[src/rtl/outer_prod_sched.sv]
// Source-side outer-product scheduler: captures vectors A and B, then streams
// all N*N products A[i]*B[j] row-major into an async FIFO write port.
`timescale 1ns/1ps

module outer_prod_sched #(
   parameter int N  = 16,
   parameter int DW = 4
) (
   input  logic            clk1,
   input  logic            rst_n,
   input  logic            in_valid,
   input  logic [DW-1:0]   in_matrix_A,
   input  logic [DW-1:0]   in_matrix_B,
   input  logic            fifo_full,
   output logic            fifo_winc,
   output logic [2*DW-1:0] fifo_wdata,
   output logic            busy,
   output logic            done
);

   localparam int LOG2N = $clog2(N);

   localparam logic [1:0] S_IDLE = 2'd0;
   localparam logic [1:0] S_LOAD = 2'd1;
   localparam logic [1:0] S_SEND = 2'd2;
   localparam logic [1:0] S_FIN  = 2'd3;

   logic [1:0]         state;
   logic [LOG2N-1:0]   load_cnt;
   logic [2*LOG2N-1:0] send_cnt;
   logic [DW-1:0]      a_buf [N];
   logic [DW-1:0]      b_buf [N];

   logic [LOG2N-1:0]   row_idx;
   logic [LOG2N-1:0]   col_idx;
   logic [2*DW-1:0]    a_ext;
   logic [2*DW-1:0]    b_ext;

   assign row_idx = send_cnt[2*LOG2N-1:LOG2N];
   assign col_idx = send_cnt[LOG2N-1:0];

   // Zero-extend before multiplying so the product keeps its full 2*DW width.
   assign a_ext = {{DW{1'b0}}, a_buf[row_idx]};
   assign b_ext = {{DW{1'b0}}, b_buf[col_idx]};

   // NOTE: the operand buffers are reset too; they are small register files,
   // and a cleared buffer keeps fifo_wdata deterministic after any abort.
   // NOTE: all state here uses non-blocking assignments so every register
   // samples the pre-edge values, independent of statement order.
   always_ff @(posedge clk1 or negedge rst_n) begin
      if (!rst_n) begin
         state    <= S_IDLE;
         load_cnt <= '0;
         send_cnt <= '0;
         done     <= 1'b0;
         for (int i = 0; i < N; i++) begin
            a_buf[i] <= '0;
            b_buf[i] <= '0;
         end
      end else begin
         done <= 1'b0;
         case (state)
            S_IDLE: begin
               if (in_valid) begin
                  a_buf[0] <= in_matrix_A;
                  b_buf[0] <= in_matrix_B;
                  load_cnt <= LOG2N'(1);
                  state    <= S_LOAD;
               end
            end
            S_LOAD: begin
               if (in_valid) begin
                  a_buf[load_cnt] <= in_matrix_A;
                  b_buf[load_cnt] <= in_matrix_B;
                  load_cnt        <= load_cnt + 1'b1;
                  if (load_cnt == LOG2N'(N-1)) begin
                     state    <= S_SEND;
                     send_cnt <= '0;
                  end
               end
            end
            S_SEND: begin
               // A held write (fifo_full) leaves send_cnt untouched, so the
               // same product is re-presented until it is accepted.
               if (fifo_winc) begin
                  send_cnt <= send_cnt + 1'b1;
                  if (send_cnt == '1) begin
                     state <= S_FIN;
                     done  <= 1'b1;
                  end
               end
            end
            S_FIN: begin
               state <= S_IDLE;
            end
            default: begin
               state <= S_IDLE;
            end
         endcase
      end
   end

   // NOTE: every output gets a default before the decode so no latch is inferred.
   always_comb begin
      busy       = 1'b0;
      fifo_winc  = 1'b0;
      fifo_wdata = '0;
      if (state == S_LOAD || state == S_SEND)
         busy = 1'b1;
      if (state == S_SEND && !fifo_full)
         fifo_winc = 1'b1;
      if (fifo_winc)
         fifo_wdata = a_ext * b_ext;
   end

endmodule

[config.mk]
export PLATFORM = sky130hd
export DESIGN_NAME = outer_prod_sched
export DESIGN_NICKNAME = d
export VERILOG_FILES = /design/src/rtl/outer_prod_sched.sv
export SDC_FILE = /design/constraint.sdc
export NUM_CORES = 1
export LEC_CHECK = 0
export BUFFER_PORTS_ARGS = -buffer_cell sky130_fd_sc_hd__buf_4
export CELL_PAD_IN_SITES_DETAIL_PLACEMENT = 1
export CELL_PAD_IN_SITES_GLOBAL_PLACEMENT = 2
export CORE_ASPECT_RATIO = 1.1
export CORE_UTILIZATION = 30
export CTS_CLUSTER_SIZE = 30
export DETAILED_ROUTE_END_ITERATION = 8
export PLACE_DENSITY = 0.59
export SLEW_MARGIN = 15
export SYNTH_ARGS = -nofsm -noshare
export SYNTH_HDL_FRONTEND = slang
export SYNTH_SLANG_ARGS = --single-unit
[constraint.sdc]
create_clock -name clk1 -period 3.9 [get_ports clk1]
set_clock_uncertainty 0.2 [all_clocks]
set_input_delay 0.39 -clock clk1 [delete_from_list [all_inputs] [get_ports clk1]]
set_output_delay 0.39 -clock clk1 [all_outputs]
set_load 0.05 [all_outputs]
==> results of run 1 <==
-- worst max-delay path, stage by stage (launching register included) --
cell and delay (ps):
dfrtp_1 400, buf_12 160, buf_4 140, mux4_2 360, a221oi_2 60, buf_4 160, or2_1 220, fa_1 560
inv_2 50, fa_1 560, inv_1 70, fa_2 410, nor2b_4 130, o21ai_2 80, nor3b_4 160, nor3_4 160
buf_6 180
-- Yosys cell counts, drive strengths merged, types with 2 or more instances --
| library cell | count | share of area (%) |
|---|---|---|
| a21o | 2 | 0.21 |
| or3 | 2 | 0.17 |
| or2 | 3 | 0.26 |
| nor3 | 7 | 0.48 |
| a221oi | 8 | 1.6 |
| nand4 | 3 | 0.34 |
| xnor2 | 2 | 0.24 |
| nand3 | 8 | 0.55 |
| or4 | 3 | 0.31 |
| mux2i | 4 | 0.55 |
| nand2 | 29 | 1.5 |
| nor3b | 2 | 0.21 |
| a22o | 10 | 1.2 |
| inv | 13 | 0.67 |
| a21oi | 7 | 0.48 |
| dfrtp | 143 | 49 |
| a211oi | 2 | 0.21 |
| clkbuf | 15 | 0.78 |
| ha | 20 | 3.4 |
| o31ai | 2 | 0.21 |
| nand2b | 4 | 0.34 |
| mux4 | 32 | 10 |
| and2 | 7 | 0.60 |
| nor2b | 7 | 0.60 |
| o21ai | 16 | 1.1 |
| nor2 | 32 | 2.1 |
| mux2 | 122 | 19 |
| buf | 13 | 1.4 |
| fa | 4 | 1.1 |
-- kinds of logic (layout without fill, tap and decap cells) --
family / Yosys count / after routing / share of synthesized area (%)
flip-flops: 143 / 143 / 49.3
XOR/XNOR: 2 / 2 / 0.241
AND/OR/NAND/NOR: 110 / 110 / 7.79
AO/OA/AOI/OAI: 53 / 53 / 5.72
multiplexers: 158 / 158 / 29.6
adder cells (fa/ha/maj): 24 / 24 / 4.55
buffers and inverters: 41 / 121 / 2.83
-- state kept, by name, summed over array words and instances (netlist names) --
name and flops:
a_buf 64, b_buf 64, send_cnt 8, load_cnt 4
state 2, done 1
-- where the power goes --
group	internal, mW	switching [mW]	leakage [nW]
clock	1.09	0.665	0.304
sequential	1.91	0.263	1.91
combinational	0.975	0.872	1.86
-- path summary, 6_finish.rpt --
check                                   startpoint                     to  slack, ps  depth (start not counted)
setup / recovery           send_cnt[4]$_DFFE_PN0P_          fifo_wdata[6]       -970                         16
min in group asynchronous                    rst_n  a_buf[60]$_DFFE_PN0P_        410                          2
hold reg to reg              a_buf[62]$_DFFE_PN0P_  a_buf[62]$_DFFE_PN0P_        290                          2
setup reg to reg              state[1]$_DFFE_PN0P_  b_buf[16]$_DFFE_PN0P_       1050                          6
max in group asynchronous                    rst_n  b_buf[47]$_DFFE_PN0P_       2220                          3
hold / removal                      in_matrix_A[0]  a_buf[60]$_DFFE_PN0P_        100                          3
-- metrics by stage --
stage / setup TNS [ps] / utilization, %
2_1_floorplan: -1540 / -
3_3_place_gp: -2230 / 34.3
3_5_place_dp: -2560 / 34.3
4_1_cts: -4410 / 37.4
5_1_grt: -5190 / 37.7
6_report: -4380 / 37.7
-- routing by layer --
metal | GRT usage (%) | wire length, microns
met2 | 27.4 | 9500
met5 | 0 | 0
met1 | 23.2 | 9000
met4 | 5.19 | 293
met3 | 3.10 | 426
-- repair_timing --
item / CTS / global route
buffers inserted: 2 / 8
hold buffers: 1 / 0
hold endpoints to repair: 89 / 0
gates resized for setup: 17 / 6
pin swaps: 0 / 11
setup endpoints to repair: 6 / 6
-- layout make-up --
class / count / share of cell area [%]
multi-input combinational: 347 / 40.3
sequential: 143 / 40.1
timing repair buffer: 76 / 7.72
clock buffer: 19 / 4.96
tap: 305 / 4.27
clock inverter: 13 / 2.07
inverter: 13 / 0.547
==> reports/results.tsv, run 1 <==
metric	value	unit
Yosys warning count	0	
Clock Tree Buf Depth	2	
critical path class	flip-flop to output port	
Final Instance Count excl. Fillers	916	
H-tree depth	4	
area of the multi-input gates	3600	sq um
Fill cells	2422	
power per cell area	647	nW/um^2
Via Count	4648	
P_leak	4.07	nW
Final Cycle Share	125	%
residual DRC count	0	
CORE AREA	23700	sq um
clock-pin slew on the worst setup and hold paths	60	ps
Area Growth Syn to Fin	23.0	%
Max VDD drop	0.000317	V
GRT Util Overall	17.0	%
grt total ovfl	0	
failing checks	setup timing	
fin. max-slew vios	0	
sequential fraction of the synthesis area	49.3	%
Worst Slack Setup Final	-974	ps
Placed Cells	874	
Max-Cap Viols	0	
CTS Sinks	143	
min cycle time layout	4870	ps
Pwr Total	5.78	mW
Worst-Skew Late Latency	430	ps
number of routed nets with antenna violations	0	
largest net degree at the start of global routing	91	
Distinct cells, synth	47	
TritonCTS buffer count	17	
initial antenna violation count	0	
element type at the critical path start	flip-flop	
DR pass1 iterations	4	
HP Class	input pin to flip-flop	
Worst EP arrival	4280	ps
Cell Area, Synth	7260	sq um
WL/cell	21.0	microns
commonest cells after routing, fill and taps aside	143 x dfrtp_1, 121 x mux2_2, 61 x buf_4, 31 x mux4_2, 29 x nand2_1	
Worst EP required	3310	ps
unrepaired setup endpoints after global routing	yes	
Synth Instances	531	
Detail Placement HPWL	13.4	mm
final hold vios	0	
Setup violations, final	6	
commonest non-fill, non-tap cell in the layout	dfrtp_1	
WHS	102	ps
syn_nets	567	
mean post-synth cell area	13.7	sq um
Slew headroom	41.5	%
Rows	59	
post-place setup slack	-676	ps
Die W	150	microns
vias per cell	5.07	
Seq cells post-synth	143	
fmax	0.205	GHz
Worst Path Max Fanout	11	
Register Area	3580	sq um
Worst Tran Pin Value	877	ps
Port Buffers	22	
crit end category	output port	
initial DRC count	123	
Die Ht	165	microns
I/O pin cnt	23	
Initial Utilization	30.6	%
share of layout cells above drive strength 1	48.8	%
CTS tree	yes	
Clock Root Buffer	clkbuf_16	
prevailing post-synth register cell	dfrtp_1	
first-pass GRT wire length	30.8	mm
Post-Route WL	19.2	mm
ant diodes	0	
Final GP Congestion	0.779	
vias in the first global route	5213	
Post-DP Area	8130	sq um
die area	24800	sq um
NumNets Final	634	
final instance area	8930	sq um
status	finished with violations	
Post-synth EDFFs	0	
Synth async-reset ratio	100	%
No activity file was read; power rests on OpenSTA's default activity.
==> run 2: changes to the inputs <==
- PLACE_DENSITY: 0.59 -> 0.71
==> run 2 against run 1 <==
  * The run still ends with setup timing left
  * Core utilization decreased by 0.13 points
  * Critical path type unchanged
  * Critical endpoint is now fifo_wdata[7]
  * Sequential share of layout area rose by 0.17 points
  * Via count fell by 0.95%
  * Clock power down 7%
  * Power down 1.8%
  * Largest power group unchanged
==> reports/results.tsv, run 2 (synthesis results as in run 1) <==
metric	value	unit	change
status	finished with violations		unchanged
failing checks	setup timing		unchanged
H-tree depth	4		unchanged
grt total ovfl	0		unchanged
NumNets Final	631		was 634
vias in the first global route	5190		was 5213
I/O pin cnt	23		unchanged
clock-pin slew on the worst setup and hold paths	60	ps	about the same
initial DRC count	185		was 123
Worst Tran Pin Value	1130	ps	was 877 ps
top flop regs	a_buf (64), b_buf (64), send_cnt (8)		unchanged
Detail Placement HPWL	13.3	mm	was 13.4 mm
fmax	0.206	GHz	was 0.205 GHz
HP Class	input pin to flip-flop		unchanged
element type at the critical path start	flip-flop		unchanged
final hold vios	0		unchanged
Die W	150	microns	unchanged
CTS tree	yes		unchanged
Post-DP Area	8140	sq um	was 8130 sq um
R2R cell count	6		unchanged
Final GP Congestion	0.795		was 0.779
DR pass1 iterations	5		was 4
GRT Util Overall	16.5	%	was 17.0%
Register Area	3580	sq um	about the same
Final Cycle Share	124	%	was 125%
Max-Cap Viols	0		unchanged
largest net degree at the start of global routing	97		was 91
Critical Path End	fifo_wdata[7]		was fifo_wdata[6]
Port Buffers	22		unchanged
Via Count	4604		was 4648
unrepaired setup endpoints after global routing	yes		unchanged
TritonCTS buffer count	17		unchanged
Max VDD drop	0.000300	V	was 0.000317 V
vias per cell	5.04		was 5.07
commonest non-fill, non-tap cell in the layout	dfrtp_1		unchanged
WL/cell	20.5	microns	was 21.0 microns
residual DRC count	0		unchanged
Area Growth Syn to Fin	22.6	%	was 23.0%
Initial Utilization	30.6	%	unchanged
fin. max-slew vios	0		unchanged
critical path class	flip-flop to output port		unchanged
R2R setup slack	1060	ps	was 1050 ps
Clock Tree Buf Depth	2		unchanged
Final Instance Count excl. Fillers	913		was 916
die area	24800	sq um	unchanged
ant diodes	0		unchanged
Worst Path Max Fanout	7		was 11
CORE AREA	23700	sq um	unchanged
Worst EP required	3310	ps	about the same
reg2reg end	b_buf[16]$_DFFE_PN0P_		unchanged
commonest cells after routing, fill and taps aside	141 x dfrtp_1, 121 x mux2_2, 59 x buf_4, 30 x mux4_2, 29 x nand2_1		was 143 x dfrtp_1, 121 x mux2_2, 61 x buf_4, 31 x mux4_2, 29 x nand2_1
Slew headroom	24.0	%	was 41.5%
final instance area	8900	sq um	was 8930 sq um
min cycle time layout	4850	ps	was 4870 ps
WHS	119	ps	was 102 ps
Crit. Startpoint	send_cnt[0]$_DFFE_PN0P_		was send_cnt[4]$_DFFE_PN0P_
Placed Cells	878		was 874
Fill cells	2448		was 2422
Reg-to-Reg Start	state[1]$_DFFE_PN0P_		unchanged
Pwr Total	5.67	mW	was 5.78 mW
Worst Slack Setup Final	-946	ps	was -974 ps
Post-Route WL	18.7	mm	was 19.2 mm
Rows	59		unchanged
share of layout cells above drive strength 1	49.5	%	was 48.8%
first-pass GRT wire length	30.1	mm	was 30.8 mm
initial antenna violation count	0		unchanged
Clock Root Buffer	clkbuf_16		unchanged
post-place setup slack	-659	ps	was -676 ps
P_leak	4.03	nW	was 4.07 nW
power per cell area	638	nW/um^2	was 647 nW/um^2
area of the multi-input gates	3650	sq um	was 3600 sq um
crit end category	output port		unchanged
Worst EP arrival	4260	ps	was 4280 ps
CTS Sinks	143		unchanged
Worst-Skew Late Latency	420	ps	was 430 ps
number of routed nets with antenna violations	0		unchanged
Die Ht	165	microns	unchanged
Setup violations, final	5		was 6
## run 2: worst min path at each step
stage,start,endpoint,slack (ps),cells after the start
floorplan,rst_n,a_buf[0]$_DFFE_PN0P_,-110,0
global placement,a_buf[63]$_DFFE_PN0P_,a_buf[63]$_DFFE_PN0P_,260,2
detailed placement,a_buf[62]$_DFFE_PN0P_,a_buf[62]$_DFFE_PN0P_,290,2
CTS,in_matrix_A[2],a_buf[62]$_DFFE_PN0P_,100,3
global route,in_matrix_A[2],a_buf[62]$_DFFE_PN0P_,110,3
finish,in_matrix_A[2],a_buf[62]$_DFFE_PN0P_,120,3
## run 2: area by class of cell
cell class | count | area share, %
sequential | 143 | 40.3
clock inverter | 12 | 1.50
multi-input combinational | 347 | 41.0
clock buffer | 20 | 5.13
inverter | 13 | 0.549
timing repair buffer | 73 | 7.26
tap | 305 | 4.29
## run 2: per-stage QoR
| stage | TNS (ps) | utilization [%] |
|---|---|---|
| finish | -4070 | 37.5 |
| global route | -4940 | 37.5 |
| CTS | -4320 | 37.3 |
| detailed placement | -2550 | 34.3 |
| global placement | -2280 | 34.3 |
| floorplan | -1540 | - |
## run 2: critical path, stage by stage, from the launching register on
cell and delay (ps):
dfrtp_1 400, buf_12 150, mux4_2 500, a22o_1 260, a221oi_4 270, or2_1 180, fa_1 400, inv_2 80
fa_1 420, ha_1 300, a21o_1 110, a21oi_2 80, or4_4 430, nand3_4 90, buf_8 140
## run 2: layer usage
layer / global-route usage (%) / wire length [microns] / vias up
li1: - / - / 2088
met1: 20.3 / 8100 / 2454
met2: 28.8 / 9950 / 48
met3: 3.02 / 375 / 14
met4: 5.88 / 319 / 0
met5: 0 / 0 / -
## run 2: where the power goes
part / internal [mW] / switching [mW]
registers: 1.91 / 0.278
logic: 0.978 / 0.878
clock network: 0.980 / 0.647
total: 3.87 / 1.80
## run 2: timing repair
| action | 4_1_cts | 5_1_grt |
|---|---|---|
| hold endpoints to repair | 94 | 0 |
| endpoints found under the setup margin | 6 | 6 |
| hold buffers | 1 | 0 |
| buffers inserted | 4 | 0 |
| gates resized for setup | 23 | 8 |
| pin swaps | 16 | 2 |
==> run 3: changes to the inputs <==
- clock period: 3.9 -> 4.07 ns (I/O delays scaled with it)
==> run 3 against run 2 <==
  * The flow still finishes with violations (setup timing)
  * Worst hold slack improved by 12 ps
  * Cell count rose by 0.44%
  * First-iteration DRC count fell by 22%
  * Sequential power fell by 5%
  * Sequential share of layout area fell by 0.24 points
  * Die area did not move
  * Clock-buffer cell count rose by 2
  * Sequential cell count did not move
  * Register-to-register slack improved by 180 ps
==> reports/results.tsv, run 3 (synthesis results as in run 1) <==
metric	value	unit	change
R2R cell count	6		unchanged
first-pass GRT wire length	29.6	mm	was 30.1 mm
Port Buffers	22		unchanged
Hold Crit Start	in_matrix_A[0]		was in_matrix_A[2]
Max VDD drop	0.000196	V	was 0.000300 V
fmax	0.203	GHz	
met2 Use GR	28.5	%	was 28.8%
Post-Route WL	18.5	mm	was 18.7 mm
critical path class	flip-flop to output port		unchanged
vias per cell	5.01		was 5.04
Area Growth Syn to Fin	23.2	%	was 22.6%
die area	24800	sq um	unchanged
commonest cells after routing, fill and taps aside	143 x dfrtp_1, 121 x mux2_2, 63 x buf_4, 31 x mux4_2, 29 x nand2_1		was 141 x dfrtp_1, 121 x mux2_2, 59 x buf_4, 30 x mux4_2, 29 x nand2_1
crit end category	output port		unchanged
Rows	59		unchanged
Worst Hold Path Cells	3		unchanged
Pwr Total	5.61	mW	was 5.67 mW
initial antenna violation count	0		unchanged
Final GP Congestion	0.818		was 0.795
Setup violations, final	5		unchanged
routing usage on met1	19.8	%	was 20.3%
WL/cell	20.2	microns	was 20.5 microns
grt total ovfl	0		unchanged
Detail Placement HPWL	13.3	mm	about the same
R2R setup slack	1240	ps	was 1060 ps
Hold Path End	a_buf[60]$_DFFE_PN0P_		was a_buf[62]$_DFFE_PN0P_
reg2reg end	a_buf[3]$_DFFE_PN0P_		was b_buf[16]$_DFFE_PN0P_
Post-DP Area	8160	sq um	was 8140 sq um
element type at the critical path start	flip-flop		unchanged
final instance area	8940	sq um	was 8900 sq um
GRT Util Overall	16.1	%	was 16.5%
initial DRC count	144		was 185
share of layout cells above drive strength 1	48.2	%	was 49.5%
Reg-to-Reg Start	state[1]$_DFFE_PN0P_		unchanged
Int Pwr	3.91	mW	was 3.87 mW
Register Area	3580	sq um	about the same
NumNets Final	635		was 631
Worst Path Max Fanout	7		unchanged
DR pass1 iterations	4		was 5
min cycle time layout	4930	ps	
I/O pin cnt	23		unchanged
failing checks	setup timing		unchanged
Worst Slack Setup Final	-856	ps	was -946 ps
M3 GR Usage	3.21	%	was 3.02%
CORE AREA	23700	sq um	unchanged
Slew headroom	45.9	%	was 24.0%
Fill cells	2446		was 2448
Clock Tree Buf Depth	2		unchanged
number of routed nets with antenna violations	0		unchanged
Max-Cap Viols	0		unchanged
residual DRC count	0		unchanged
Sw Pwr	1.70	mW	was 1.80 mW
CTS Sinks	143		unchanged
Clock Root Buffer	clkbuf_16		unchanged
commonest non-fill, non-tap cell in the layout	dfrtp_1		unchanged
H-tree depth	4		unchanged
Switching Share	30.3	%	was 31.8%
top flop regs	a_buf (64), b_buf (64), send_cnt (8)		unchanged
TritonCTS buffer count	17		unchanged
Reg power frac	37.2	%	was 38.6%
share of total power in the clock network	30.5	%	was 28.7%
Die W	150	microns	unchanged
Most Used Layer, Global Route	met2		unchanged
fin. max-slew vios	0		unchanged
area of the multi-input gates	3600	sq um	was 3650 sq um
part of the power in combinational logic	32.3	%	was 32.7%
power per cell area	628	nW/um^2	was 638 nW/um^2
final core occ	37.7	%	was 37.5%
vias in the first global route	5211		was 5190
Initial Utilization	30.6	%	unchanged
Die Ht	165	microns	unchanged
unrepaired setup endpoints after global routing	yes		unchanged
clock-pin slew on the worst setup and hold paths	60	ps	about the same
Final Cycle Share	121	%	
P_leak	4.08	nW	was 4.03 nW
Worst-Skew Late Latency	420	ps	about the same
Worst Tran Pin Value	811	ps	was 1130 ps
CTS tree	yes		unchanged
final hold vios	0		unchanged
status	finished with violations		unchanged
largest net degree at the start of global routing	87		was 97
ant diodes	0		unchanged
Via Count	4593		was 4604
Worst EP required	3460	ps	was 3310 ps
HP Class	input pin to flip-flop		unchanged
Worst EP arrival	4320	ps	was 4260 ps
[run 3: repair_timing]
action | 4_1_cts | 5_1_grt
pin swaps | 10 | 4
endpoints found under the setup margin | 6 | 6
hold buffers | 1 | 0
setup buffers | 4 | 2
gates resized for setup | 13 | 5
hold endpoints to repair | 84 | 0
[run 3: routing by layer]
metal,vias up,share of wire [%]
met5,-,0
met4,0,1.2
met3,19,2.2
met2,49,53
met1,2435,43
li1,2090,-
[run 3: worst max path at each step]
stage,start,to,slack [ps],cells past startpoint
6_report,send_cnt[0]$_DFFE_PN0P_,fifo_wdata[7],-860,14
5_1_grt,send_cnt[0]$_DFFE_PN0P_,fifo_wdata[7],-1010,14
4_1_cts,send_cnt[0]$_DFFE_PN0P_,fifo_wdata[7],-880,14
3_5_place_dp,send_cnt[0]$_DFFE_PN0P_,fifo_wdata[7],-500,14
3_3_place_gp,send_cnt[0]$_DFFE_PN0P_,fifo_wdata[7],-450,14
2_1_floorplan,send_cnt[5]$_DFFE_PN0P_,fifo_wdata[6],-240,14
[run 3: metrics by stage]
step | hold slack [ps] | worst slack [ps] | std cells | setup TNS (ps)
after global routing | 129 | -1010 | 917 | -4330
after global placement | 259 | -449 | 878 | -1450
after detailed placement | 282 | -505 | 878 | -1630
after floorplan | -88.6 | -236 | 531 | -817
after CTS | 116 | -877 | 915 | -3700
final | 131 | -856 | 917 | -3490
[run 3: critical path: stages (launching register included)]
cell and delay [ps]:
dfrtp_1 400, buf_12 140, buf_12 130, mux4_2 540
a221oi_4 350, or2_1 170, fa_1 430, inv_2 70
fa_1 450, ha_1 300, a21o_1 130, a21oi_2 80
or4_4 450, nand3_4 100, buf_8 140
[run 3: cell type report]
type	count	share of cell area, %
inverters	13	0.546
multi-input cells	347	40.2
clock inverters	10	2.06
well taps	305	4.27
repair buffers	77	7.71
flip-flops and latches	143	40.0
clock buffers	22	5.19
[run 3: power groups by stage]
stage          combinational [mW]  sequential (mW)  clock, mW
2_1_floorplan                1.22             2.00          0
3_3_place_gp                 1.70             2.08          0
3_5_place_dp                 1.76             2.11          0
4_1_cts                      1.81             2.09       1.75
5_1_grt                      1.96             2.14       1.80
6_report                     1.81             2.09       1.71
